--- config.mk ---
export PLATFORM = sky130hd
export DESIGN_NAME = gcd_arbiter
export DESIGN_NICKNAME = d
export VERILOG_FILES = /design/src/rtl/gcd_pkg.sv /design/src/rtl/rr_arbiter.sv /design/src/rtl/gcd_arbiter.sv
export SDC_FILE = /design/constraint.sdc
export NUM_CORES = 1
export LEC_CHECK = 0
export ABC_CLOCK_PERIOD_IN_PS = 2700
export CORE_MARGIN = 2
export CORE_UTILIZATION = 36
export DETAILED_ROUTE_END_ITERATION = 10
export MAX_ROUTING_LAYER = met4
export PLACE_DENSITY = 0.75
export SYNTH_ARGS = -nofsm -noshare
export SYNTH_HDL_FRONTEND = slang
export SYNTH_SLANG_ARGS = --single-unit
--- constraint.sdc ---
create_clock -name clk -period 2.7 [get_ports clk]
set_clock_uncertainty 0.15 [all_clocks]
set_input_delay 0.675 -clock clk [delete_from_list [all_inputs] [get_ports clk]]
set_output_delay 0.675 -clock clk [all_outputs]
set_load 0.05 [all_outputs]
--- src/rtl/gcd_pkg.sv ---
`default_nettype none
// ----------------------------------------------------------------------------
// gcd_pkg : shared types and helpers for the gcd_rtl sharing controller
// Rev 1.0 : initial release
// ----------------------------------------------------------------------------
package gcd_pkg;

  localparam int DEFAULT_NBITS = 16;

  typedef enum logic [1:0] {
    IDLE   = 2'd0,
    LAUNCH = 2'd1,
    WAIT   = 2'd2,
    RESP   = 2'd3
  } ctrl_state_t;

  // A single requester still needs a one-bit id field.
  function automatic int id_width(input int n);
    return (n <= 2) ? 1 : $clog2(n);
  endfunction

endpackage
`default_nettype wire

--- src/rtl/rr_arbiter.sv ---
`default_nettype none
// ----------------------------------------------------------------------------
// rr_arbiter : combinational round-robin pick, scanning upward from ptr
// Rev 1.0 : initial release
// ----------------------------------------------------------------------------
module rr_arbiter
  import gcd_pkg::*;
#(
  parameter int NReq = 4
) (
  input  logic [NReq-1:0]           req,
  input  logic [id_width(NReq)-1:0] ptr,
  output logic [NReq-1:0]           grant,
  output logic [id_width(NReq)-1:0] grant_idx,
  output logic                      any
);

  localparam int IdW = id_width(NReq);

  always_comb begin
    grant     = '0;
    grant_idx = '0;
    any       = 1'b0;
    for (int k = 0; k < NReq; k++) begin
      if (!any && req[(int'(ptr) + k) % NReq]) begin
        any                               = 1'b1;
        grant[(int'(ptr) + k) % NReq]     = 1'b1;
        grant_idx                         = IdW'((int'(ptr) + k) % NReq);
      end
    end
  end

endmodule
`default_nettype wire

--- src/rtl/gcd_arbiter.sv ---
`default_nettype none
// ----------------------------------------------------------------------------
// gcd_arbiter : shares one gcd_rtl core between NReq requesters, with watchdog
// Rev 1.0 : initial release
// ----------------------------------------------------------------------------
module gcd_arbiter
  import gcd_pkg::*;
#(
  parameter int NBits         = DEFAULT_NBITS,
  parameter int NReq          = 4,
  parameter int TimeoutCycles = 1024
) (
  input  logic                      clk,
  input  logic                      rst,
  input  logic [NReq-1:0]           req_valid,
  output logic [NReq-1:0]           req_ready,
  input  logic [NReq*NBits-1:0]     req_x,
  input  logic [NReq*NBits-1:0]     req_y,
  output logic                      res_valid,
  output logic [id_width(NReq)-1:0] res_id,
  output logic [NBits-1:0]          res_data,
  output logic                      res_err,
  output logic                      busy,
  output logic                      err_sticky,
  output logic [NBits-1:0]          gcd_xi,
  output logic [NBits-1:0]          gcd_yi,
  output logic                      gcd_start,
  input  logic [NBits-1:0]          gcd_xo,
  input  logic                      gcd_rdy
);

  localparam int IdW    = id_width(NReq);
  localparam int TimerW = $clog2(TimeoutCycles) + 1;

  localparam logic [1:0] S_IDLE   = IDLE;
  localparam logic [1:0] S_LAUNCH = LAUNCH;
  localparam logic [1:0] S_WAIT   = WAIT;
  localparam logic [1:0] S_RESP   = RESP;

  localparam logic [TimerW-1:0] TimerLast = TimerW'(TimeoutCycles - 1);
  localparam logic [IdW-1:0]    LastId    = IdW'(NReq - 1);

  logic [1:0]        r_state;
  logic [IdW-1:0]    r_rr_ptr;
  logic [IdW-1:0]    r_id;
  logic [TimerW-1:0] r_timer;
  logic [NBits-1:0]  r_x;
  logic [NBits-1:0]  r_y;
  logic [NBits-1:0]  r_res_data;
  logic [IdW-1:0]    r_res_id;
  logic              r_res_err;
  logic              r_err_sticky;

  logic [NReq-1:0]   w_grant;
  logic [IdW-1:0]    w_grant_idx;
  logic              w_any;
  logic              w_accept;
  logic              w_rdy_take;
  logic              w_timeout;

  rr_arbiter #(
    .NReq (NReq)
  ) u_rr_arbiter (
    .req       (req_valid),
    .ptr       (r_rr_ptr),
    .grant     (w_grant),
    .grant_idx (w_grant_idx),
    .any       (w_any)
  );

  assign w_accept   = (r_state == S_IDLE) && w_any;
  // timer==0 marks the first WAIT cycle, where a leftover rdy must be ignored
  assign w_rdy_take = (r_state == S_WAIT) && (r_timer != '0) && gcd_rdy;
  assign w_timeout  = (r_state == S_WAIT) && !w_rdy_take && (r_timer == TimerLast);

  assign req_ready  = (r_state == S_IDLE) ? w_grant : '0;
  assign gcd_start  = (r_state == S_LAUNCH);
  assign res_valid  = (r_state == S_RESP);
  assign busy       = (r_state != S_IDLE);
  assign gcd_xi     = r_x;
  assign gcd_yi     = r_y;
  assign res_data   = r_res_data;
  assign res_id     = r_res_id;
  assign res_err    = r_res_err;
  assign err_sticky = r_err_sticky;

  always_ff @(posedge clk or negedge rst) begin
    if (!rst) begin
      r_state      <= S_IDLE;
      r_rr_ptr     <= '0;
      r_id         <= '0;
      r_timer      <= '0;
      r_x          <= '0;
      r_y          <= '0;
      r_res_data   <= '0;
      r_res_id     <= '0;
      r_res_err    <= 1'b0;
      r_err_sticky <= 1'b0;
    end else begin
      case (r_state)
        S_IDLE: begin
          if (w_accept) begin
            r_x     <= req_x[int'(w_grant_idx)*NBits +: NBits];
            r_y     <= req_y[int'(w_grant_idx)*NBits +: NBits];
            r_id    <= w_grant_idx;
            r_state <= S_LAUNCH;
          end
        end
        S_LAUNCH: begin
          r_timer <= '0;
          r_state <= S_WAIT;
        end
        S_WAIT: begin
          r_timer <= r_timer + 1'b1;
          if (w_rdy_take) begin
            r_res_data <= gcd_xo;
            r_res_err  <= 1'b0;
            r_res_id   <= r_id;
            r_state    <= S_RESP;
          end else if (w_timeout) begin
            r_res_data   <= '0;
            r_res_err    <= 1'b1;
            r_res_id     <= r_id;
            r_err_sticky <= 1'b1;
            r_state      <= S_RESP;
          end
        end
        S_RESP: begin
          r_rr_ptr <= (r_id == LastId) ? '0 : r_id + 1'b1;
          r_state  <= S_IDLE;
        end
        default: r_state <= S_IDLE;
      endcase
    end
  end

endmodule
`default_nettype wire
==> qor.csv <==
metric,value,unit
cts-root-buf,clkbuf_8,
layout.nets,782,
violations,setup timing,
syn_area,0.004049,sq mm
final_cells,760,
p_per_area,1315,mW/mm^2
finalWeightedCongestion,0.9399,
place_area,0.006569,sq mm
clk_latency,0.34,ns
num_io_pins,210,
irDropWorstVdd,744.2,uV
setup_ws,-0.5145,ns
crit_path_start_kind,input pin,
nFillCells,890,
drc_errors,0,
die_area,0.01211,sq mm
worstSetupEndpointType,output port,
grt_pass1_wl,20.30,mm
syn2layout_area_growth,75.56,%
placed_cells,740,
slew_headroom,41.45,%
die_w,110.1,um
synth_fp_nets,545,
fin_tns_setup,-5.089,ns
grt_pass1_vias,4031,
synth-seq-area-share,42.65,%
cts_sinks,69,
core_area,0.01089,sq mm
synth_cell_types,42,
maxCapViolations,0,
finalWorstPathRequiredPeriod,3.215,ns
tightest_slew,0.8783,ns
slew_violations,0,
grt_util_all_layers,22.33,%
setup_viol,36,
hold_buffers,0,
critPathMaxFanout,5,
final_util,65.28,%
synthTopCellsByCount,"dfrtp_1 (69), mux2i_1 (65), nand2_1 (56)",
num_antenna_cells,0,
cp.required,1.88,ns
finalHoldViolations,0,
multiInputGateArea,0.002402,sq mm
synth_cells,378,
synth_warnings,0,
synth.avg_cell_area,10.71,sq um
ys_ff_latch,69,
drt-initial-drc-count,185,
rsz0062_at_grt,true,
cts_inserted_buffers,9,
synth-edff-count,0,
drive_above_1_share,19.68,%
yosys-top-cells-area,"dfrtp_1 (43%), mux2i_1 (16%), o221ai_1 (6.9%)",
status,finished with violations,
dr.pass1.iters,4,
yosys.area.top_type_share,42.65,%
worstSetupPathType,in2out,
detail-route-antenna-nets,0,
min_period_over_period,119.1,%
wl_per_cell,18.05,um
fp-row-count,38,
cts_max_level,3,
ff_latch_area,0.001727,sq mm
dpl.hpwl,10.35,mm
start_util,37.19,%
gr-total-overflow,0,
leakagePower,3.022,nW
viasPerCell,5.286,
clk_pin_slew,0.08,ns
clock_path_buffers,2,
design_area,0.007108,sq mm
cts_tree,built,
drt_wl_total,13.72,mm
synth.most_common_cell,dfrtp_1,
synth_flop_cell,dfrtp_1,
worst_ep_arrival_time,2.39,ns
chipHeight,110.1,um
vias,4017,
antenna_found_initial,0,
grt_max_degree,70,
synth_top_area_cell,dfrtp_1,
async_reset_ff_share,100.0,%
port_buffers,209,
min_path_type,in2async,
timing.fmax,0.3111,GHz
==> kinds of logic (layout without fill, tap and decap cells) <==
group,after synthesis,after routing,synth area share (%)
mux,72,72,19.13
compound gates,83,83,16.35
flops,69,69,42.65
fa+ha+maj,16,16,4.944
buf+inv,36,278,5.470
simple gates,98,98,10.60
xor+xnor,4,4,0.8654
==> report_power, final <==
| part | switching (mW) | leakage, nW | internal [mW] |
|---|---|---|---|
| Clock | 0.424 | 0.0935 | 0.435 |
| Combinational | 3.80 | 2.05 | 2.98 |
| Sequential | 0.245 | 0.876 | 1.46 |
==> state kept, by name, summed over array words and instances, names as in the netlist <==
name and cells:
r_id 2, res_err 1, r_state 2, err_sticky 1
res_id 2, gcd_yi 16, r_timer 11, res_data 16
r_rr_ptr 2, gcd_xi 16
==> layer usage <==
layer	global-route usage [%]	vias up	part of all wire, %
met5	-	-	0
met4	6.239	0	1.2
met3	6.055	13	8.7
met2	38.56	160	52
met1	25.49	1958	38
li1	-	1886	-
==> through the flow <==
step	power, mW	hold WS (ns)	worst slack, ns
5_1_grt	9.881	0.3536	-0.5724
3_5_place_dp	7.834	0.2955	-0.8739
6_report	9.348	0.2933	-0.5145
2_1_floorplan	5.745	0.2294	-0.4230
4_1_cts	8.804	0.3104	-0.5219
3_3_place_gp	7.660	0.2895	-0.7848
==> final timing paths <==
check	from	end	slack [ns]	depth (start not counted)
min in group clk	err_sticky	err_sticky	0.32	1
setup / recovery	req_valid[1]	req_ready[1]	-0.51	9
max in group asynchronous	rst	gcd_yi[12]	1.53	1
hold / removal	rst	r_timer[4]	0.29	1
hold reg to reg	err_sticky	err_sticky	0.32	1
setup reg to reg	r_rr_ptr[0]	gcd_yi[1]	-0.11	9
==> what timing repair did <==
action / 4_1_cts / 5_1_grt
setup buffers: 3 / 4
resized for setup: 22 / 42
setup endpoints to repair: 38 / 36
pin swaps: 12 / 6
gates cloned: 0 / 1
==> cells in the final DEF (no fill, tap or decap), drive strengths merged, types with 5 or more instances in the layout <==
cell type / Yosys / routed
a221oi: 5 / 5
a22o: 17 / 17
buf: 12 / 45
clkbuf: 10 / 11
clkdlybuf4s50: 0 / 197
dfrtp: 69 / 69
ha: 16 / 16
inv: 14 / 16
mux2i: 65 / 65
nand2: 56 / 56
nand3: 8 / 8
nor2: 18 / 18
o21ai: 11 / 11
o221ai: 32 / 32
==> cell type report <==
cell class	instances	area share, %
well taps	140	2.464
clock inverters	6	1.003
flip-flops and latches	69	24.29
multi-input cells	273	33.80
clock buffers	10	1.795
repair buffers	248	35.91
inverters	14	0.7393
==> worst max-delay path: stages <==
cell and delay (ns):
clkdlybuf4s15_1 0.21, mux4_2 0.50, buf_6 0.13, nor2b_4 0.14, a22oi_2 0.15, nor2_1 0.07, a221oi_2 0.28, nor2_4 0.06
buf_12 0.16
Note: power is estimated with default switching activity, not from simulation.
